==> src/rtl/ieee754_pkg.sv <==
// Shared definitions for the IEEE-754 normaliser: default widths, a
// constant clog2 helper and the canonical pipeline payload layout.
package ieee754_pkg;

    localparam int FP32_MANT_W   = 23;
    localparam int FP32_PROD_W   = 48;
    localparam int DEFAULT_TAG_W = 8;

    // Ceiling log2, usable in parameter and width expressions.
    function automatic int clog2(input int value);
        int result;
        result = 0;
        for (int v = value - 1; v > 0; v = v >> 1) begin
            result = result + 1;
        end
        return result;
    endfunction

    // Payload carried between shift layers at the FP32 product width.
    // Modules built with other widths declare the same layout locally.
    typedef struct packed {
        logic [FP32_PROD_W-1:0]        src;
        logic [clog2(FP32_PROD_W)-1:0] shifted;
        logic                          zero;
        logic                          sticky;
        logic [DEFAULT_TAG_W-1:0]      tag;
    } norm_payload_t;

endpackage

==> src/rtl/ieee754_norm_stage.sv <==
// One registered shift layer of the leading-one normaliser. It shifts
// left by 2^CNT_BIT when the top 2^CNT_BIT bits are zero, records that
// decision in count bit CNT_BIT, and advances only while en is high.
// With IEEE754_NORMALIZE_STICKY_EN defined it also folds into sticky
// every bit that the remaining smaller layers can no longer lift above
// the guard position.
module ieee754_norm_stage
    import ieee754_pkg::*;
#(
    parameter int IN_W    = FP32_PROD_W,
    parameter int MANT_W  = FP32_MANT_W,
    parameter int TAG_W   = DEFAULT_TAG_W,
    parameter int SHIFT_W = clog2(FP32_PROD_W),
    parameter int CNT_BIT = 0
) (
    input  logic               clk,
    input  logic               reset,
    input  logic               en,
    input  logic               in_valid,
    input  logic [IN_W-1:0]    in_src,
    input  logic [SHIFT_W-1:0] in_shifted,
    input  logic               in_zero,
    input  logic               in_sticky,
    input  logic [TAG_W-1:0]   in_tag,
    output logic               out_valid,
    output logic [IN_W-1:0]    out_src,
    output logic [SHIFT_W-1:0] out_shifted,
    output logic               out_zero,
    output logic               out_sticky,
    output logic [TAG_W-1:0]   out_tag
);

    localparam int SHIFT_AMT  = 1 << CNT_BIT;
    localparam int STICKY_LIM = IN_W - 1 - MANT_W - SHIFT_AMT;

    typedef struct packed {
        logic [IN_W-1:0]    src;
        logic [SHIFT_W-1:0] shifted;
        logic               zero;
        logic               sticky;
        logic [TAG_W-1:0]   tag;
    } payload_t;

    logic               do_shift;
    logic [IN_W-1:0]    next_src;
    logic [SHIFT_W-1:0] next_shifted;
    logic               spill;
    logic               valid_q;
    payload_t           stage_q;

    // Decide this layer's shift; a zero input never shifts so its count stays 0.
    always_comb begin
        do_shift              = !in_zero && (in_src[IN_W-1 -: SHIFT_AMT] == '0);
        next_src              = do_shift ? (in_src << SHIFT_AMT) : in_src;
        next_shifted          = in_shifted;
        next_shifted[CNT_BIT] = do_shift;
    end

    generate
        if (STICKY_LIM > 0) begin : g_spill
            assign spill = |next_src[STICKY_LIM-1:0];
        end else begin : g_no_spill
            assign spill = 1'b0;
        end
    endgenerate

    // Stage register: everything, bubbles included, moves only on en.
    always_ff @(posedge clk or posedge reset) begin
        if (reset) begin
            valid_q <= 1'b0;
            stage_q <= '0;
        end else if (en) begin
            valid_q         <= in_valid;
            stage_q.src     <= next_src;
            stage_q.shifted <= next_shifted;
            stage_q.zero    <= in_zero;
            stage_q.tag     <= in_tag;
`ifdef IEEE754_NORMALIZE_STICKY_EN
            stage_q.sticky  <= in_sticky | spill;
`else
            stage_q.sticky  <= 1'b0;
`endif
        end
    end

`ifndef IEEE754_NORMALIZE_STICKY_EN
    logic unused_sticky;
    assign unused_sticky = in_sticky | spill;
`endif

    assign out_valid   = valid_q;
    assign out_src     = stage_q.src;
    assign out_shifted = stage_q.shifted;
    assign out_zero    = stage_q.zero;
    assign out_sticky  = stage_q.sticky;
    assign out_tag     = stage_q.tag;

endmodule

==> src/rtl/ieee754_normalize_pipe.sv <==
// Pipelined leading-one normaliser: SHIFT_W shift layers, largest first,
// with a single global advance enable for valid/ready flow control.
// Optional macro IEEE754_NORMALIZE_STICKY_EN enables guard/sticky outputs;
// without it both are tied to 0.
module ieee754_normalize_pipe
    import ieee754_pkg::*;
#(
    parameter int IN_W    = FP32_PROD_W,
    parameter int MANT_W  = FP32_MANT_W,
    parameter int TAG_W   = DEFAULT_TAG_W,
    parameter int SHIFT_W = clog2(IN_W)
) (
    input  logic               clk,
    input  logic               reset,
    input  logic               in_valid,
    output logic               in_ready,
    input  logic [IN_W-1:0]    in_src,
    input  logic [TAG_W-1:0]   in_tag,
    output logic               out_valid,
    input  logic               out_ready,
    output logic [MANT_W-1:0]  out_result,
    output logic [SHIFT_W-1:0] out_shifted,
    output logic               out_zero,
    output logic               out_guard,
    output logic               out_sticky,
    output logic [TAG_W-1:0]   out_tag
);

    logic               adv;
    logic               valid_c   [0:SHIFT_W];
    logic [IN_W-1:0]    src_c     [0:SHIFT_W];
    logic [SHIFT_W-1:0] shifted_c [0:SHIFT_W];
    logic               zero_c    [0:SHIFT_W];
    logic               sticky_c  [0:SHIFT_W];
    logic [TAG_W-1:0]   tag_c     [0:SHIFT_W];

    // The pipe moves whenever the output slot is empty or being drained.
    assign adv      = !valid_c[SHIFT_W] || out_ready;
    assign in_ready = adv;

    assign valid_c[0]   = in_valid;
    assign src_c[0]     = in_src;
    assign shifted_c[0] = '0;
    assign zero_c[0]    = ~|in_src;
    assign sticky_c[0]  = 1'b0;
    assign tag_c[0]     = in_tag;

    generate
        for (genvar k = 0; k < SHIFT_W; k++) begin : g_stage
            ieee754_norm_stage #(
                .IN_W    (IN_W),
                .MANT_W  (MANT_W),
                .TAG_W   (TAG_W),
                .SHIFT_W (SHIFT_W),
                .CNT_BIT (SHIFT_W - 1 - k)
            ) u_stage (
                .clk         (clk),
                .reset       (reset),
                .en          (adv),
                .in_valid    (valid_c[k]),
                .in_src      (src_c[k]),
                .in_shifted  (shifted_c[k]),
                .in_zero     (zero_c[k]),
                .in_sticky   (sticky_c[k]),
                .in_tag      (tag_c[k]),
                .out_valid   (valid_c[k+1]),
                .out_src     (src_c[k+1]),
                .out_shifted (shifted_c[k+1]),
                .out_zero    (zero_c[k+1]),
                .out_sticky  (sticky_c[k+1]),
                .out_tag     (tag_c[k+1])
            );
        end
    endgenerate

    assign out_valid   = valid_c[SHIFT_W];
    assign out_result  = src_c[SHIFT_W][IN_W-2 -: MANT_W];
    assign out_shifted = shifted_c[SHIFT_W];
    assign out_zero    = zero_c[SHIFT_W];
    assign out_tag     = tag_c[SHIFT_W];

`ifdef IEEE754_NORMALIZE_STICKY_EN
    assign out_guard  = src_c[SHIFT_W][IN_W-2-MANT_W];
    assign out_sticky = sticky_c[SHIFT_W];
`else
    assign out_guard  = 1'b0;
    assign out_sticky = 1'b0;
`endif

    logic unused_final;
    assign unused_final = ^{src_c[SHIFT_W], sticky_c[SHIFT_W]};

endmodule

==> config.mk <==
export PLATFORM = sky130hd
export DESIGN_NAME = ieee754_normalize_pipe
export DESIGN_NICKNAME = d
export VERILOG_FILES = /design/src/rtl/ieee754_pkg.sv /design/src/rtl/ieee754_norm_stage.sv /design/src/rtl/ieee754_normalize_pipe.sv
export SDC_FILE = /design/constraint.sdc
export NUM_CORES = 1
export LEC_CHECK = 0
export ABC_AREA = 1
export CAP_MARGIN = 20
export CELL_PAD_IN_SITES_DETAIL_PLACEMENT = 0
export CELL_PAD_IN_SITES_GLOBAL_PLACEMENT = 1
export CORE_ASPECT_RATIO = 0.8
export CORE_MARGIN = 4
export CORE_UTILIZATION = 45
export DETAILED_ROUTE_END_ITERATION = 6
export PLACE_DENSITY = 0.78
export SKIP_CTS_REPAIR_TIMING = 1
export SLEW_MARGIN = 20
export SYNTH_ARGS = -nofsm -noshare
export SYNTH_HDL_FRONTEND = slang
export SYNTH_HIERARCHICAL = 1
export SYNTH_SLANG_ARGS = --single-unit
export TNS_END_PERCENT = 5
==> constraint.sdc <==
create_clock -name clk -period 2.4 [get_ports clk]
set_clock_uncertainty 0.05 [all_clocks]
set_input_delay 0.48 -clock clk [delete_from_list [all_inputs] [get_ports clk]]
set_output_delay 0.48 -clock clk [all_outputs]
set_load 0.05 [all_outputs]
Word-level counts from Yosys, hierarchy flattened
Index checks and enable logic that the tools add are counted.
Word-level totals
  input bits: 60
  register bits: 368
Operators by class
  bitwise gates (word level): 1
  reductions and logical operators: 20
  multiplexer cells: 6
Operators by type and width (number)
  $mux W48: 5
  $reduce_or A48 Y1: 1
  $mux W47: 1
  $logic_not A32 Y1: 1
  $logic_not A16 Y1: 1
  $logic_not A8 Y1: 1
  $logic_not A1 Y1: 7
  $logic_and A1 B1 Y1: 6
  $logic_not A4 Y1: 1
  $logic_not A2 Y1: 1
  $logic_or A1 B1 Y1: 1
  $not A1 Y1: 1

Logic depth before layout (Yosys ltp)
Gate-level depths: netlist (run 1).
  word-level depth: 3
  depth in mapped cells: 17

Modules after synthesis
The synthesis (run 1) kept the hierarchy.
Modules (own cells, without submodules)
  ieee754_norm_stage (g_stage[3].u_stage): area each 3150.5 µm², cells each 412, times used 1, sequential area each 1601.5 µm²
  ieee754_norm_stage (g_stage[4].u_stage): area each 3145.5 µm², cells each 425, times used 1, sequential area each 1601.5 µm²
  ieee754_norm_stage (g_stage[5].u_stage): area each 3120.5 µm², cells each 425, times used 1, sequential area each 1601.5 µm²
  ieee754_norm_stage (g_stage[2].u_stage): area each 3050.4 µm², cells each 404, times used 1, sequential area each 1601.5 µm²
  ieee754_norm_stage (g_stage[1].u_stage): area each 2931.6 µm², cells each 378, times used 1, sequential area each 1601.5 µm²
  ieee754_norm_stage (g_stage[0].u_stage): area each 2782.7 µm², cells each 349, times used 1, sequential area each 1601.5 µm²
  ieee754_normalize_pipe: area each 267.8 µm², cells each 66, times used 1, sequential area each 0.0 µm²

Worst setup path after synthesis (run 1)
No wires, ideal clock.
  path kind: reg-to-reg
  start point: register g_stage[5].u_stage.valid_q
  end point: register g_stage[2].u_stage.stage_q, in the netlist g_stage[2].u_stage/out_shifted[3]
  arrival: 2020 ps
  data required time: 2283 ps
  cell stages (with the launch flop): 7
  path slack: 263 ps
  cell sequence: dfrtp_1 nand2_1 buf_2 inv_2 clkbuf_1 nand2_1 nand2_1
On the way
  cells in the longest elaborated chain, start to end: 2
RTL lines
  start: declaration: RTL line ieee754_norm_stage.sv:48  | logic valid_q;
  start signal: assignment: RTL line ieee754_norm_stage.sv:73  | valid_q <= in_valid;
  $logic_not A1 Y1: RTL line ieee754_normalize_pipe.sv:38  | assign adv = !valid_c[SHIFT_W] || out_ready;
  $logic_or A1 B1 Y1: RTL line ieee754_normalize_pipe.sv:38
  net in_ready: RTL line ieee754_normalize_pipe.sv:16  | output logic in_ready,
  end: declaration: RTL line ieee754_norm_stage.sv:49  | payload_t stage_q;
The timed path passes the listed nets, and every way through them passes these cells.
A chain may end at the register's enable or synchronous reset.

Worst setup path in the final report (run 1)
  start point: register g_stage[5].u_stage.valid_q
  end point: output out_valid
RTL lines
  end: declaration: RTL line ieee754_normalize_pipe.sv:19  | output logic out_valid,
No word-level cell between the ends.

==> results of run 1 <==
## routing by layer
| layer | vias up | wire (um) | track usage (%) |
|---|---|---|---|
| met5 | - | 0 | 0 |
| met2 | 213 | 14090 | 32.16 |
| li1 | 5626 | - | - |
| met1 | 5398 | 17270 | 32.79 |
| met3 | 30 | 1575 | 3.473 |
| met4 | 0 | 405 | 3.158 |
## report_power, final
group / switching [mW] / internal (mW)
Combinational: 4.79 / 2.45
Clock: 1.89 / 2.97
Sequential: 1.20 / 6.49
## cell type report
type	count	area [um2]
repair buffers	187	1762
flip-flops and latches	274	6857
multi-input cells	1178	4991
clock buffers	30	729.5
fillers	2868	13410
clock inverters	24	315.3
inverters	200	750.7
well taps	377	471.7
## registers in the layout, summed over array words and instances (netlist names)
signal	cells
g_stage.u_stage/out_zero	6
g_stage.u_stage/out_tag	48
g_stage.u_stage/out_shifted	21
g_stage.u_stage/out_valid	6
g_stage.u_stage/out_src	193
## worst reg2reg max path: stages, from the launching register on
cell	delay, ns
dfrtp_1	0.41
nor2_1	0.16
nand2_1	0.10
inv_1	0.06
nand3_1	0.56
nand2_1	0.24
nand3_1	0.12
nand2_1	0.07
## how the worst min path moves through the flow
stage	to	cells after the start	slack [ns]
4_1_cts	g_stage[1].u_stage/out_tag[4]$_DFFE_PP0P_	2	0.34
3_5_place_dp	g_stage[5].u_stage/out_tag[5]$_DFFE_PP0P_	2	0.41
3_3_place_gp	g_stage[5].u_stage/out_shifted[1]$_DFFE_PP0P_	2	0.40
2_1_floorplan	g_stage[0].u_stage/out_tag[0]$_DFFE_PP0P_	2	0.39
5_1_grt	g_stage[1].u_stage/out_tag[3]$_DFFE_PP0P_	2	0.40
6_report	g_stage[1].u_stage/out_tag[3]$_DFFE_PP0P_	2	0.37
==> flow_metrics.env, run 1 <==
export IMPL_post_route_non_filler_standard_cell_count=2270
export IMPL_critical_path_top_delay_family="buffers and inverters"
export IMPL_placement_setup_worst_slack_ns=-0.1066
export IMPL_place_area_mm2=0.01483
export IMPL_layout_core_utilization_pct=54.21
export IMPL_power_static_leakage_nw=8.561
export IMPL_cp_endpoint="out_valid"
export IMPL_first_iter_violations=837
export IMPL_layout_common_cells="nand2_1, dfrtp_1, nand3_1"
export IMPL_report_final_setup_viol=0
export IMPL_layout_cells_most_common="nand2_1"
export IMPL_reg2reg_slack_ns=0.58
export IMPL_final_period_utilization_pct=97.16
export IMPL_max_vdd_ir_drop_mv=0.6194
export IMPL_cts_tree="done"
export IMPL_crit_type="flip-flop to primary output"
export IMPL_antenna_cells=0
export IMPL_critPathLaunchType="flip-flop"
export IMPL_core_region_area_mm2=0.02929
export IMPL_grt_max_degree=60
export IMPL_postSynthAreaPerCell_um2=7.472
export IMPL_layout_drive_gt1_share_pct=8.822
export IMPL_port_buffers=99
export IMPL_gp_routability_congestion=0.8303
export IMPL_timing_max_slew_rel_slack_pct=45.84
export IMPL_hold_class="input pin to asynchronous set/reset pin"
export IMPL_first_global_vias=11261
export IMPL_slew_viol_final=0
export IMPL_start_util_pct=45.64
export IMPL_final_design_area_no_fill_mm2=0.01588
export IMPL_grt_first_pass_wirelength_um=58080
export IMPL_final_hold_viol_count=0
export IMPL_drtPass1Iterations=4
export IMPL_cap_viol_max_count=0
export IMPL_worst_r2r_path_depth=7
export IMPL_p_per_area_mw_per_mm2=1246
export IMPL_critical_path_depth=1
export IMPL_worstPathRequired_ns=1.87
export IMPL_clock_path_buffers=3
export IMPL_synthCells=1789
export IMPL_largest_incremental_delay_on_the_critical_path_ns=0.84
export IMPL_grt_overflow_total=0
export IMPL_row_count=56
export IMPL_layout_nets=1930
export IMPL_outcome="completed"
export IMPL_clk_pin_slew_worst_paths_ns=0.06
export IMPL_transition_time_at_the_pin_with_the_least_slew_margin_ns=0.8102
export IMPL_clk_latency_worst_skew_pair_ns=0.54
export IMPL_route_detailed_drc=0
export IMPL_worst_path_max_fanout=3
export IMPL_routed_wl_um=33340
export IMPL_cts_buffers=29
export IMPL_synth_area_mm2=0.01337
export IMPL_critical_path_startpoint="g_stage[5].u_stage/out_valid$_DFFE_PP0P_"
export IMPL_path_cells="clkdlybuf4s50_1"
export IMPL_power_mw=19.79
export IMPL_worst_path_max_delay_cell="clkdlybuf4s50_1"
export IMPL_fin_tns_setup_ns=0
export IMPL_io_pins=102
export IMPL_holdWs_ns=0.3687
export IMPL_antenna_left=0
export IMPL_die_height_um=162.2
export IMPL_critical_path_n_buffers_inverters=1
export IMPL_fmaxAchievable_mhz=428.8
export IMPL_root_buffer="clkbuf_16"
export IMPL_finalWorstPathRequiredPeriod_ns=2.332
export IMPL_postLayoutSetupSlackWorst_ns=0.06812
export IMPL_grt_setup_unrepaired="no"
export IMPL_routed_via_count=11267
export IMPL_worst_ep_arrival_time_ns=1.80
export IMPL_h_tree_depth=1
export IMPL_reg2reg_from="g_stage[1].u_stage/out_src[44]$_DFFE_PP0P_"
export IMPL_post_drt_wl_per_cell_um=14.69
export IMPL_vias_per_cell=4.963
export IMPL_place_hpwl_um=24710
export IMPL_grt_antenna_before_repair=0
export IMPL_cts_num_sinks=274
export IMPL_crit_path_end_kind="primary output"
export IMPL_dieWidth_um=200.7
export IMPL_die_outline_area_mm2=0.03254
export IMPL_yosys_warnings=6
export IMPL_syn2layout_area_growth_pct=18.78
export IMPL_regToRegEndpoint="g_stage[2].u_stage/out_src[17]$_DFFE_PP0P_"
export IMPL_placed_cells=2216
export IMPL_grt_total_usage_pct=21.16
No activity file was read; power rests on OpenSTA's default activity.
==> run 2: changes to the inputs <==
Settings changed: CORE_UTILIZATION 45 to 49, PLACE_DENSITY 0.78 to 0.84, RECOVER_POWER set to 100.
Clock period 2.4 ns to 2.9 ns, I/O delays scaled along.
==> run 2 against run 1 <==
Net effect:
- the run now ends with max-capacitance violations, max-slew violations left
- sequential power down 17%
- via count down 1.2%
- worst setup slack better by 0.27 ns
- routed wire length down 2.4%
- clock-buffer cell count up 5
- combinational power down 22%
- non-clock buffer count down 54
- flip-flop and latch count unchanged
- worst hold slack better by 0.047 ns
- clock power down 24%
==> flow_metrics.env, run 2 (same netlist as run 1, synthesis figures left out) <==
export IMPL_row_count=53
export IMPL_fmaxAchievable_mhz=389.9
export IMPL_largest_reg_flops=193
export IMPL_io_pins=102
export IMPL_cap_viol_max_count=2
export IMPL_layout_core_utilization_pct=57.15
export IMPL_cts_tree="done"
export IMPL_hp_start="g_stage[5].u_stage/out_shifted[1]$_DFFE_PP0P_"
export IMPL_largest_incremental_delay_on_the_critical_path_ns=0.52
export IMPL_cts_buffers=27
export IMPL_worstPathRequired_ns=2.27
export IMPL_start_util_pct=50.27
export IMPL_place_area_mm2=0.01435
export IMPL_layout_drive_gt1_share_pct=4.697
export IMPL_clk_latency_worst_skew_pair_ns=0.53
export IMPL_layout_cells_most_common="nand2_1"
export IMPL_clk_pin_slew_worst_paths_ns=0.06
export IMPL_finalWorstPathRequiredPeriod_ns=2.565
export IMPL_die_height_um=155.7
export IMPL_grt_first_pass_wirelength_um=55280
export IMPL_worst_path_max_fanout=13
export IMPL_root_buffer="clkbuf_16"
export IMPL_timing_max_slew_rel_slack_pct=-4.323
export IMPL_crit_path_end_kind="primary output"
export IMPL_first_iter_violations=918
export IMPL_layout_nets=1874
export IMPL_dieWidth_um=192.7
export IMPL_vias_per_cell=5.089
export IMPL_clock_path_buffers=3
export IMPL_hold_class="flip-flop to flip-flop"
export IMPL_placement_setup_worst_slack_ns=0.2144
export IMPL_grt_max_degree=60
export IMPL_power_mw=15.80
export IMPL_route_detailed_drc=0
export IMPL_routed_via_count=11135
export IMPL_drtPass1Iterations=6
export IMPL_gp_routability_congestion=0.8073
export IMPL_outcome="complete, but fails checks"
export IMPL_critical_path_top_delay_family="buffers and inverters"
export IMPL_crit_type="input pin to primary output"
export IMPL_final_hold_viol_count=0
export IMPL_first_global_vias=10525
export IMPL_h_tree_depth=1
export IMPL_path_cells="dlygate4sd3_1, inv_1, nand2_4, clkbuf_1, buf_12"
export IMPL_transition_time_at_the_pin_with_the_least_slew_margin_ns=1.565
export IMPL_final_period_utilization_pct=88.45
export IMPL_p_per_area_mw_per_mm2=1040
export IMPL_holdPathEnd="g_stage[5].u_stage/out_shifted[1]$_DFFE_PP0P_"
export IMPL_antenna_cells=0
export IMPL_reg2reg_slack_ns=0.66
export IMPL_final_design_area_no_fill_mm2=0.01520
export IMPL_critical_path_depth=5
export IMPL_critPathLaunchType="input pin"
export IMPL_core_region_area_mm2=0.02659
export IMPL_antenna_left=0
export IMPL_worst_path_max_delay_cell="dlygate4sd3_1"
export IMPL_fin_tns_setup_ns=0
export IMPL_grt_overflow_total=0
export IMPL_syn2layout_area_growth_pct=13.70
export IMPL_post_drt_wl_per_cell_um=14.87
export IMPL_min_path_cells=2
export IMPL_report_final_setup_viol=0
export IMPL_regToRegEndpoint="g_stage[0].u_stage/out_src[25]$_DFFE_PP0P_"
export IMPL_postLayoutSetupSlackWorst_ns=0.3351
export IMPL_port_buffers=99
export IMPL_cts_num_sinks=274
export IMPL_layout_common_cells="nand2_1, dfrtp_1, nand3_1"
export IMPL_grt_setup_unrepaired="no"
export IMPL_grt_antenna_before_repair=0
export IMPL_power_static_leakage_nw=8.230
export IMPL_place_hpwl_um=23620
export IMPL_grt_total_usage_pct=22.29
export IMPL_worst_ep_arrival_time_ns=1.93
export IMPL_critical_path_n_buffers_inverters=4
export IMPL_routed_wl_um=32540
export IMPL_worst_r2r_path_depth=4
export IMPL_max_vdd_ir_drop_mv=0.5218
export IMPL_reg2reg_from="g_stage[5].u_stage/out_valid$_DFFE_PP0P_"
export IMPL_slew_viol_final=38
export IMPL_violations="max-capacitance violations, max-slew violations"
export IMPL_die_outline_area_mm2=0.03000
-- run 2: cell count changes in the layout (fill, tap and decap cells not counted), moves of 6 or more --
cell             change
clkbuf_2            +10
clkdlybuf4s50_1     -42
buf_4               -66
clkinv_2             -6
inv_2                -6
buf_12               -6
clkbuf_1            +11
dlygate4sd3_1       +42
-- run 2: worst reg2reg max path: cells and delay by family (launching register included) --
family / cells / cell delay [ns]
DFF: 1 / 0.42
buffers and inverters: 1 / 1.17
and+or+nand+nor: 3 / 0.53
-- run 2: metrics by stage --
step / hold WS, ns / cells
CTS: 0.4233 / 2188
global route: 0.4347 / 2188
finish: 0.4154 / 2188
floorplan: 0.3922 / 1790
detailed placement: 0.4083 / 2142
global placement: 0.4049 / 2142
-- run 2: how the worst max path moves through the flow --
| stage | slack [ns] | from | to |
|---|---|---|---|
| 2_1_floorplan | 0.79 | g_stage[5].u_stage/out_valid$_DFFE_PP0P_ | g_stage[3].u_stage/out_src[23]$_DFFE_PP0P_ |
| 3_3_place_gp | 0.26 | in_src[2] | g_stage[0].u_stage/out_src[13]$_DFFE_PP0P_ |
| 3_5_place_dp | 0.21 | in_src[29] | g_stage[0].u_stage/out_src[7]$_DFFE_PP0P_ |
| 4_1_cts | 0.47 | g_stage[5].u_stage/out_valid$_DFFE_PP0P_ | out_valid |
| 5_1_grt | 0.24 | out_ready | in_ready |
| 6_report | 0.34 | out_ready | in_ready |
-- run 2: where the power goes --
part / internal, mW / switching, mW / leakage [nW] / total (mW)
sequential: 5.37 / 1.04 / 3.31 / 6.41
clock: 2.25 / 1.46 / 0.457 / 3.70
combinational: 1.80 / 3.88 / 4.46 / 5.68
total: 9.42 / 6.38 / 8.23 / 15.8
-- run 2: area by class of cell --
| cell class | instances | area, um2 |
|---|---|---|
| tap | 357 | 446.7 |
| clock inverter | 11 | 186.4 |
| timing repair buffer | 133 | 1226 |
| fill | 2526 | 11390 |
| clock buffer | 35 | 745.7 |
| sequential | 274 | 6857 |
| inverter | 200 | 750.7 |
| multi-input combinational | 1178 | 4986 |
-- run 2: per-layer routing --
layer	vias to the layer above	track usage, %	wire length, um
met5	-	0	0
met4	0	2.817	317
met3	27	3.512	2083
met2	266	31.81	13490
met1	5355	36.69	16640
li1	5487	-	-
